File: config.mk
export PLATFORM = sky130hd
export DESIGN_NAME = store_unit_flat
export DESIGN_NICKNAME = d
export VERILOG_FILES = /design/src/rtl/store_unit_pkg.sv /design/src/rtl/store_unit_if.sv /design/src/rtl/store_unit_align.sv /design/src/rtl/store_unit.sv /design/src/flat_wrapper.sv
export SDC_FILE = /design/constraint.sdc
export NUM_CORES = 1
export LEC_CHECK = 0
export ABC_AREA = 0
export BUFFER_PORTS_ARGS = -buffer_cell sky130_fd_sc_hd__buf_2
export CORE_MARGIN = 2
export CORE_UTILIZATION = 40
export DETAILED_ROUTE_END_ITERATION = 8
export MAX_ROUTING_LAYER = met4
export RECOVER_POWER = 50
export SLEW_MARGIN = 5
export SYNTH_ARGS = -nofsm -noshare
export SYNTH_HDL_FRONTEND = slang
export SYNTH_SLANG_ARGS = --single-unit
File: constraint.sdc
create_clock -name clk -period 12.9 [get_ports clk]
set_input_delay 3.87 -clock clk [delete_from_list [all_inputs] [get_ports clk]]
set_output_delay 3.87 -clock clk [all_outputs]
set_load 0.01 [all_outputs]
File: src/rtl/store_unit_pkg.sv
// Shared constants for the store unit: access-size codes, FSM encoding and
// small decode helpers used by both the FSM and the lane aligner.
package store_unit_pkg;

    localparam int MEM_TYPE_LEN = 3;

    localparam logic [MEM_TYPE_LEN-1:0] MEM_B = 3'd0;
    localparam logic [MEM_TYPE_LEN-1:0] MEM_H = 3'd1;
    localparam logic [MEM_TYPE_LEN-1:0] MEM_W = 3'd2;
    localparam logic [MEM_TYPE_LEN-1:0] MEM_D = 3'd3;

    typedef enum logic [1:0] {
        IDLE  = 2'd0,
        BEAT1 = 2'd1,
        BEAT2 = 2'd2,
        RESP  = 2'd3
    } su_state_e;

    // Access size in bytes; codes 4..7 are undefined and decode as one byte.
    function automatic logic [3:0] size_bytes(input logic [MEM_TYPE_LEN-1:0] t);
        case (t)
            MEM_H:   return 4'd2;
            MEM_W:   return 4'd4;
            MEM_D:   return 4'd8;
            default: return 4'd1;
        endcase
    endfunction

    function automatic logic type_legal(input logic [MEM_TYPE_LEN-1:0] t, input int xlen);
        return (t == MEM_B) || (t == MEM_H) || (t == MEM_W) || ((t == MEM_D) && (xlen == 64));
    endfunction

    function automatic logic [63:0] size_mask(input logic [3:0] size);
        return (size == 4'd8) ? 64'hFFFF_FFFF_FFFF_FFFF : ((64'd1 << {size, 3'b000}) - 64'd1);
    endfunction

endpackage

File: src/rtl/store_unit_if.sv
// Request/response and memory write-beat signals of the store unit.
// slave is the store unit's view, master the view of the core and memory.
interface store_unit_if
    import store_unit_pkg::*;
#(
    parameter int XLEN = 32
) ();
    logic                    req_valid;
    logic                    req_ready;
    logic [XLEN-1:0]         req_addr;
    logic [XLEN-1:0]         req_data;
    logic [MEM_TYPE_LEN-1:0] req_type;
    logic                    done;
    logic                    fault;
    logic                    mem_valid;
    logic                    mem_ready;
    logic [XLEN-1:0]         mem_addr;
    logic [XLEN-1:0]         mem_wdata;
    logic [XLEN/8-1:0]       mem_wstrb;

    modport slave (
        input  req_valid, req_addr, req_data, req_type, mem_ready,
        output req_ready, done, fault, mem_valid, mem_addr, mem_wdata, mem_wstrb
    );

    modport master (
        output req_valid, req_addr, req_data, req_type, mem_ready,
        input  req_ready, done, fault, mem_valid, mem_addr, mem_wdata, mem_wstrb
    );
endinterface

File: src/rtl/store_unit_align.sv
// store_align: purely combinational size masking, lane shifting and strobe
// generation for both write beats of a store.
module store_align
    import store_unit_pkg::*;
#(
    parameter int XLEN = 32
) (
    input  logic [XLEN-1:0]         addr_i,
    input  logic [XLEN-1:0]         data_i,
    input  logic [MEM_TYPE_LEN-1:0] type_i,
    output logic                    legal_o,
    output logic                    crossing_o,
    output logic [XLEN-1:0]         data_masked_o,
    output logic [XLEN-1:0]         b1_addr_o,
    output logic [XLEN-1:0]         b1_wdata_o,
    output logic [XLEN/8-1:0]       b1_wstrb_o,
    output logic [XLEN-1:0]         b2_addr_o,
    output logic [XLEN-1:0]         b2_wdata_o,
    output logic [XLEN/8-1:0]       b2_wstrb_o
);
    localparam int NB   = XLEN / 8;
    localparam int OFFW = $clog2(NB);

    logic [OFFW-1:0] off;
    logic [3:0]      size;
    logic [4:0]      end_byte;
    logic [7:0]      sh2;

    always_comb begin
        off           = addr_i[OFFW-1:0];
        size          = size_bytes(type_i);
        legal_o       = type_legal(type_i, XLEN);
        data_masked_o = data_i & XLEN'(size_mask(size));
        end_byte      = 5'(off) + 5'(size);
        crossing_o    = end_byte > 5'(NB);

        b1_addr_o  = {addr_i[XLEN-1:OFFW], {OFFW{1'b0}}};
        b1_wdata_o = data_masked_o << {off, 3'b000};
        b1_wstrb_o = NB'(((16'd1 << size) - 16'd1) << off);

        // Beat 2 carries the bytes that spilled past the top lane of beat 1.
        b2_addr_o  = b1_addr_o + XLEN'(NB);
        sh2        = 8'((NB - int'(off)) * 8);
        b2_wdata_o = crossing_o ? (data_masked_o >> sh2) : '0;
        b2_wstrb_o = crossing_o ? NB'((16'd1 << (end_byte - 5'(NB))) - 16'd1) : '0;
    end

endmodule

File: src/rtl/store_unit.sv
// Store unit: accepts one store, issues one or two aligned write beats and
// reports completion (done) or an illegal request (fault) for one cycle.
module store_unit
    import store_unit_pkg::*;
#(
    parameter int XLEN             = 32,
    parameter bit ALLOW_MISALIGNED = 1'b1
) (
    input logic         clk,
    input logic         rst_n,
    store_unit_if.slave bus
);
    su_state_e               state_q, state_d;
    logic [XLEN-1:0]         addr_q, addr_d;
    logic [XLEN-1:0]         data_q, data_d;
    logic [MEM_TYPE_LEN-1:0] type_q, type_d;
    logic                    fault_q, fault_d;

    logic                    idle;
    logic                    al_legal, al_crossing;
    logic [XLEN-1:0]         al_data_masked;
    logic [XLEN-1:0]         b1_addr, b1_wdata, b2_addr, b2_wdata;
    logic [XLEN/8-1:0]       b1_wstrb, b2_wstrb;

    assign idle = (state_q == IDLE);

    // One aligner serves both decode at acceptance (live request) and beat
    // generation afterwards (latched request).
    store_align #(.XLEN(XLEN)) u_align (
        .addr_i        (idle ? bus.req_addr : addr_q),
        .data_i        (idle ? bus.req_data : data_q),
        .type_i        (idle ? bus.req_type : type_q),
        .legal_o       (al_legal),
        .crossing_o    (al_crossing),
        .data_masked_o (al_data_masked),
        .b1_addr_o     (b1_addr),
        .b1_wdata_o    (b1_wdata),
        .b1_wstrb_o    (b1_wstrb),
        .b2_addr_o     (b2_addr),
        .b2_wdata_o    (b2_wdata),
        .b2_wstrb_o    (b2_wstrb)
    );

    always_ff @(posedge clk or negedge rst_n) begin
        if (!rst_n) begin
            state_q <= IDLE;
            addr_q  <= '0;
            data_q  <= '0;
            type_q  <= '0;
            fault_q <= 1'b0;
        end else begin
            state_q <= state_d;
            addr_q  <= addr_d;
            data_q  <= data_d;
            type_q  <= type_d;
            fault_q <= fault_d;
        end
    end

    always_comb begin
        state_d = state_q;
        addr_d  = addr_q;
        data_d  = data_q;
        type_d  = type_q;
        fault_d = fault_q;
        case (state_q)
            IDLE: begin
                if (bus.req_valid) begin
                    addr_d = bus.req_addr;
                    data_d = al_data_masked;
                    type_d = bus.req_type;
                    if (!al_legal || (al_crossing && !ALLOW_MISALIGNED)) begin
                        fault_d = 1'b1;
                        state_d = RESP;
                    end else begin
                        fault_d = 1'b0;
                        state_d = BEAT1;
                    end
                end
            end
            BEAT1:   if (bus.mem_ready) state_d = al_crossing ? BEAT2 : RESP;
            BEAT2:   if (bus.mem_ready) state_d = RESP;
            RESP:    state_d = IDLE;
            default: state_d = IDLE;
        endcase
    end

    always_comb begin
        bus.req_ready = idle;
        bus.mem_valid = 1'b0;
        bus.mem_addr  = '0;
        bus.mem_wdata = '0;
        bus.mem_wstrb = '0;
        bus.done      = 1'b0;
        bus.fault     = 1'b0;
        case (state_q)
            BEAT1: begin
                bus.mem_valid = 1'b1;
                bus.mem_addr  = b1_addr;
                bus.mem_wdata = b1_wdata;
                bus.mem_wstrb = b1_wstrb;
            end
            BEAT2: begin
                bus.mem_valid = 1'b1;
                bus.mem_addr  = b2_addr;
                bus.mem_wdata = b2_wdata;
                bus.mem_wstrb = b2_wstrb;
            end
            RESP: begin
                bus.done  = !fault_q;
                bus.fault = fault_q;
            end
            default: ;
        endcase
    end

endmodule

File: src/flat_wrapper.sv
// flat-port wrapper written by rule: the top's interface ports become plain ports
module store_unit_flat import store_unit_pkg::*;
#(
    parameter int XLEN             = 32,
    parameter bit ALLOW_MISALIGNED = 1'b1
)
  (clk, rst_n, bus_req_valid, bus_req_addr, bus_req_data, bus_req_type, bus_mem_ready, bus_req_ready, bus_done, bus_fault, bus_mem_valid, bus_mem_addr, bus_mem_wdata, bus_mem_wstrb);
  store_unit_if #(.XLEN(XLEN)) bus_i ();
  input logic clk;
  input logic rst_n;
  input wire logic [$bits(bus_i.req_valid)-1:0] bus_req_valid;
  input wire logic [$bits(bus_i.req_addr)-1:0] bus_req_addr;
  input wire logic [$bits(bus_i.req_data)-1:0] bus_req_data;
  input wire logic [$bits(bus_i.req_type)-1:0] bus_req_type;
  input wire logic [$bits(bus_i.mem_ready)-1:0] bus_mem_ready;
  output wire logic [$bits(bus_i.req_ready)-1:0] bus_req_ready;
  output wire logic [$bits(bus_i.done)-1:0] bus_done;
  output wire logic [$bits(bus_i.fault)-1:0] bus_fault;
  output wire logic [$bits(bus_i.mem_valid)-1:0] bus_mem_valid;
  output wire logic [$bits(bus_i.mem_addr)-1:0] bus_mem_addr;
  output wire logic [$bits(bus_i.mem_wdata)-1:0] bus_mem_wdata;
  output wire logic [$bits(bus_i.mem_wstrb)-1:0] bus_mem_wstrb;
  assign bus_i.req_valid = bus_req_valid;
  assign bus_i.req_addr = bus_req_addr;
  assign bus_i.req_data = bus_req_data;
  assign bus_i.req_type = bus_req_type;
  assign bus_i.mem_ready = bus_mem_ready;
  assign bus_req_ready = bus_i.req_ready;
  assign bus_done = bus_i.done;
  assign bus_fault = bus_i.fault;
  assign bus_mem_valid = bus_i.mem_valid;
  assign bus_mem_addr = bus_i.mem_addr;
  assign bus_mem_wdata = bus_i.mem_wdata;
  assign bus_mem_wstrb = bus_i.mem_wstrb;
  store_unit #(.XLEN(XLEN), .ALLOW_MISALIGNED(ALLOW_MISALIGNED)) u_core (.clk(clk), .rst_n(rst_n), .bus(bus_i));
endmodule
==> results.py <==
metrics = {
    "routing": {
        "postRouteAntennaNets": 0,
        "post_drt_wl_per_cell_um": 19.4,
        "vias": 6477,
        "vias_per_cell": 6.01,
        "finalWirelength_um": 20900,
        "first_pass_iters": 5,
        "dr.first_iter.drc_count": 592,
        "remaining_drc_errors": 0,
    },
    "clock_network": {
        "tritoncts": "done",
        "cts_hold_buffers": 0,
        "root_buffer": "clkbuf_16",
        "clock_sinks": 70,
        "cts-resized-gates": 0,
        "clk_latency_ps": 360,
        "cts_made_buffers": 9,
        "clk_path_buf_depth": 2,
        "cts_max_level": 3,
        "clk_pin_slew_ps": 60,
        "postCtsSetupBuffers": 0,
    },
    "timing": {
        "hold_viol": 0,
        "skew_ps": 6.20,
        "grt_setup_unrepaired": "no",
        "post-route-worst-setup-slack_ps": 1140,
        "fin_tns_setup_ps": 0,
        "fmax_mhz": 85.0,
        "min_period_over_period_pct": 91.2,
        "worst_pin_slew_ps": 4080,
        "finalCriticalPeriod_ps": 11760,
        "slew-limit-headroom_pct": -172,
        "finalSetupViolCount": 0,
        "report.final.slew_viol_count": 159,
    },
    "cells_and_area": {
        "diodes": 0,
        "final_common_cell": "buf_2",
        "area_delta_synth_final_pct": 16.7,
        "drive_above_1_share_pct": 28.1,
        "nFillCells": 1638,
        "final_nets": 940,
        "mostFrequentLayoutCells": "137 x buf_2, 82 x nand2_1, 70 x dfrtp_1",
    },
    "synth": {
        "synthCells": 753,
        "synth.area.top_cells": "dfrtp_1 27%, mux2_2 10%, mux2i_1 9.0%",
        "yosysWarnings": 0,
        "synth_seq_area_share_pct": 27.3,
        "netlist.area_leader.share_pct": 27.3,
        "syn_area_um2": 6420,
        "synth_flop_cell": "dfrtp_1",
        "syn_avg_cell_area_um2": 8.53,
        "synth.distinct_cells": 75,
        "synth_edf_count": 0,
        "synth_top_area_cell": "dfrtp_1",
        "ys_ff_latch": 70,
        "synth-async-reset-ratio_pct": 100,
    },
    "floorplan": {
        "die_w_um": 131,
        "die_height_um": 131,
        "ios": 143,
        "start_util_pct": 40.7,
        "row_count": 46,
        "die_area_um2": 17100,
        "core-area_um2": 15800,
    },
    "global_routing": {
        "grt_pass1_wl_um": 32900,
        "grt_max_degree": 88,
        "grt_overflow_total": 0,
        "grt_use_total_pct": 25.5,
        "grt_pass1_vias": 6189,
        "antenna_found_initial": 0,
    },
    "worst_setup_path": {
        "rr_worst_depth": 5,
        "cp.arrival_ps": 7890,
        "worstReg2RegEnd": "u_core.data_q[21]",
        "cp_data_required_time_ps": 9030,
        "start_kind": "input port",
        "critPathKind": "in -> out",
        "reg2reg_slack_ps": 7650,
        "cp_max_fo": 17,
        "reg2reg_from": "u_core.state_q[0]",
        "cp-end-kind": "primary output",
    },
    "pwr": {
        "power_density_nw_per_um2": 278,
        "leakage_nw": 3.14,
        "vdd_drop_max_v": 0.000113,
    },
    "placement": {
        "gp_congestion": 0.897,
        "pre_cts_ws_ps": 1150,
        "hpwl_um": 14500,
        "io_buffers": 140,
    },
    "worst_hold_path": {
        "hold_start": "u_core.data_q[14]",
        "min_to": "u_core.data_q[14]",
        "hold_depth": 2,
        "hp-class": "reg -> reg",
    },
    "outcome": {
        "violations": "capacitance limit, slew limit",
        "status": "complete, but fails checks",
    },
    "run": {
        "drv_cap": 2,
    },
}
cell usage after synthesis (15+ instances only):
master    count
a21oi_1      17
buf_2        20
clkbuf_1     24
dfrtp_1      70
mux2_2       58
mux2i_1      58
nand2_1      82
nand3_1      28
nor2_1       47
nor3_1       25
o211ai_1     15
o21ai_0      58
o22ai_1      24
o31ai_1      16
report_power, final:
group | switching, mW | leakage [nW] | total (mW) | internal [mW]
Clock | 0.104 | 0.151 | 0.260 | 0.156
Sequential | 0.0790 | 0.876 | 0.399 | 0.320
Combinational | 0.877 | 2.12 | 1.42 | 0.544
Total | 1.06 | 3.14 | 2.08 | 1.02
how the worst max path moves through the flow:
stage	start	to	slack (ps)	cells past startpoint
global placement	bus_req_type[2]	bus_mem_wdata[8]	1250	18
finish	bus_req_type[2]	bus_mem_wdata[8]	1140	18
CTS	bus_req_type[2]	bus_mem_wstrb[1]	1140	18
global route	bus_req_type[2]	bus_mem_wdata[8]	770	18
floorplan	bus_req_type[2]	bus_mem_wstrb[1]	1550	17
detailed placement	bus_req_type[2]	bus_mem_wstrb[1]	1150	18
metal layers:
metal | up-vias | wire length [um] | GRT usage [%]
li1 | 3073 | - | -
met1 | 3051 | 9380 | 33.7
met2 | 314 | 9550 | 40.0
met3 | 39 | 1530 | 4.28
met4 | 0 | 440 | 8.07
met5 | - | 0 | -
worst max-delay path: stages:
cell      delay, ps
buf_2           130
and3b_1         460
nor2_1           90
buf_4           210
nand2_1         120
inv_1            50
ha_1            200
fa_1            450
inv_1           120
xnor2_1         200
inv_1            80
ha_1            180
or3b_2          190
o311ai_0        170
nor2_1          760
o311ai_0        280
nand2_1         160
buf_2           140
cell families after synthesis:
kind of cell,after synthesis,share of synthesized area [%]
simple gates,258,20.9
mux,116,19.2
flops,70,27.3
buf+inv,72,5.42
compound gates,214,23.3
other cells,2,0.117
xor+xnor,8,1.09
fa+ha+maj,13,2.65
area by class of cell:
| class | count | area [um2] | share of cell area (%) |
|---|---|---|---|
| Clock inverter | 2 | 12.5 | 0.167 |
| Tap cell | 216 | 270 | 3.61 |
| Sequential cell | 70 | 1750 | 23.4 |
| Inverter | 15 | 56.3 | 0.751 |
| Timing Repair Buffer | 148 | 757 | 10.1 |
| Multi-Input combinational cell | 612 | 4350 | 58.1 |
| Clock buffer | 14 | 294 | 3.92 |
flip-flops by register name, summed over array words and instances (netlist names):
name            cells
u_core.data_q      32
u_core.fault_q      1
u_core.type_q       3
u_core.addr_q      32
u_core.state_q      2
through the flow:
step                      util [%]  power (mW)  instances  instance area, um2  hold WS, ps
after floorplan                  -        1.41        754                6420          446
after global placement        45.7        1.79       1061                7200          461
after detailed placement      45.7        1.79       1061                7200          469
after CTS                     47.6        2.07       1077                7510          481
after global routing          47.5        2.24       1077                7500          506
final                         47.5        2.08       1077                7500          479
Note: power is estimated with default switching activity, not from simulation.
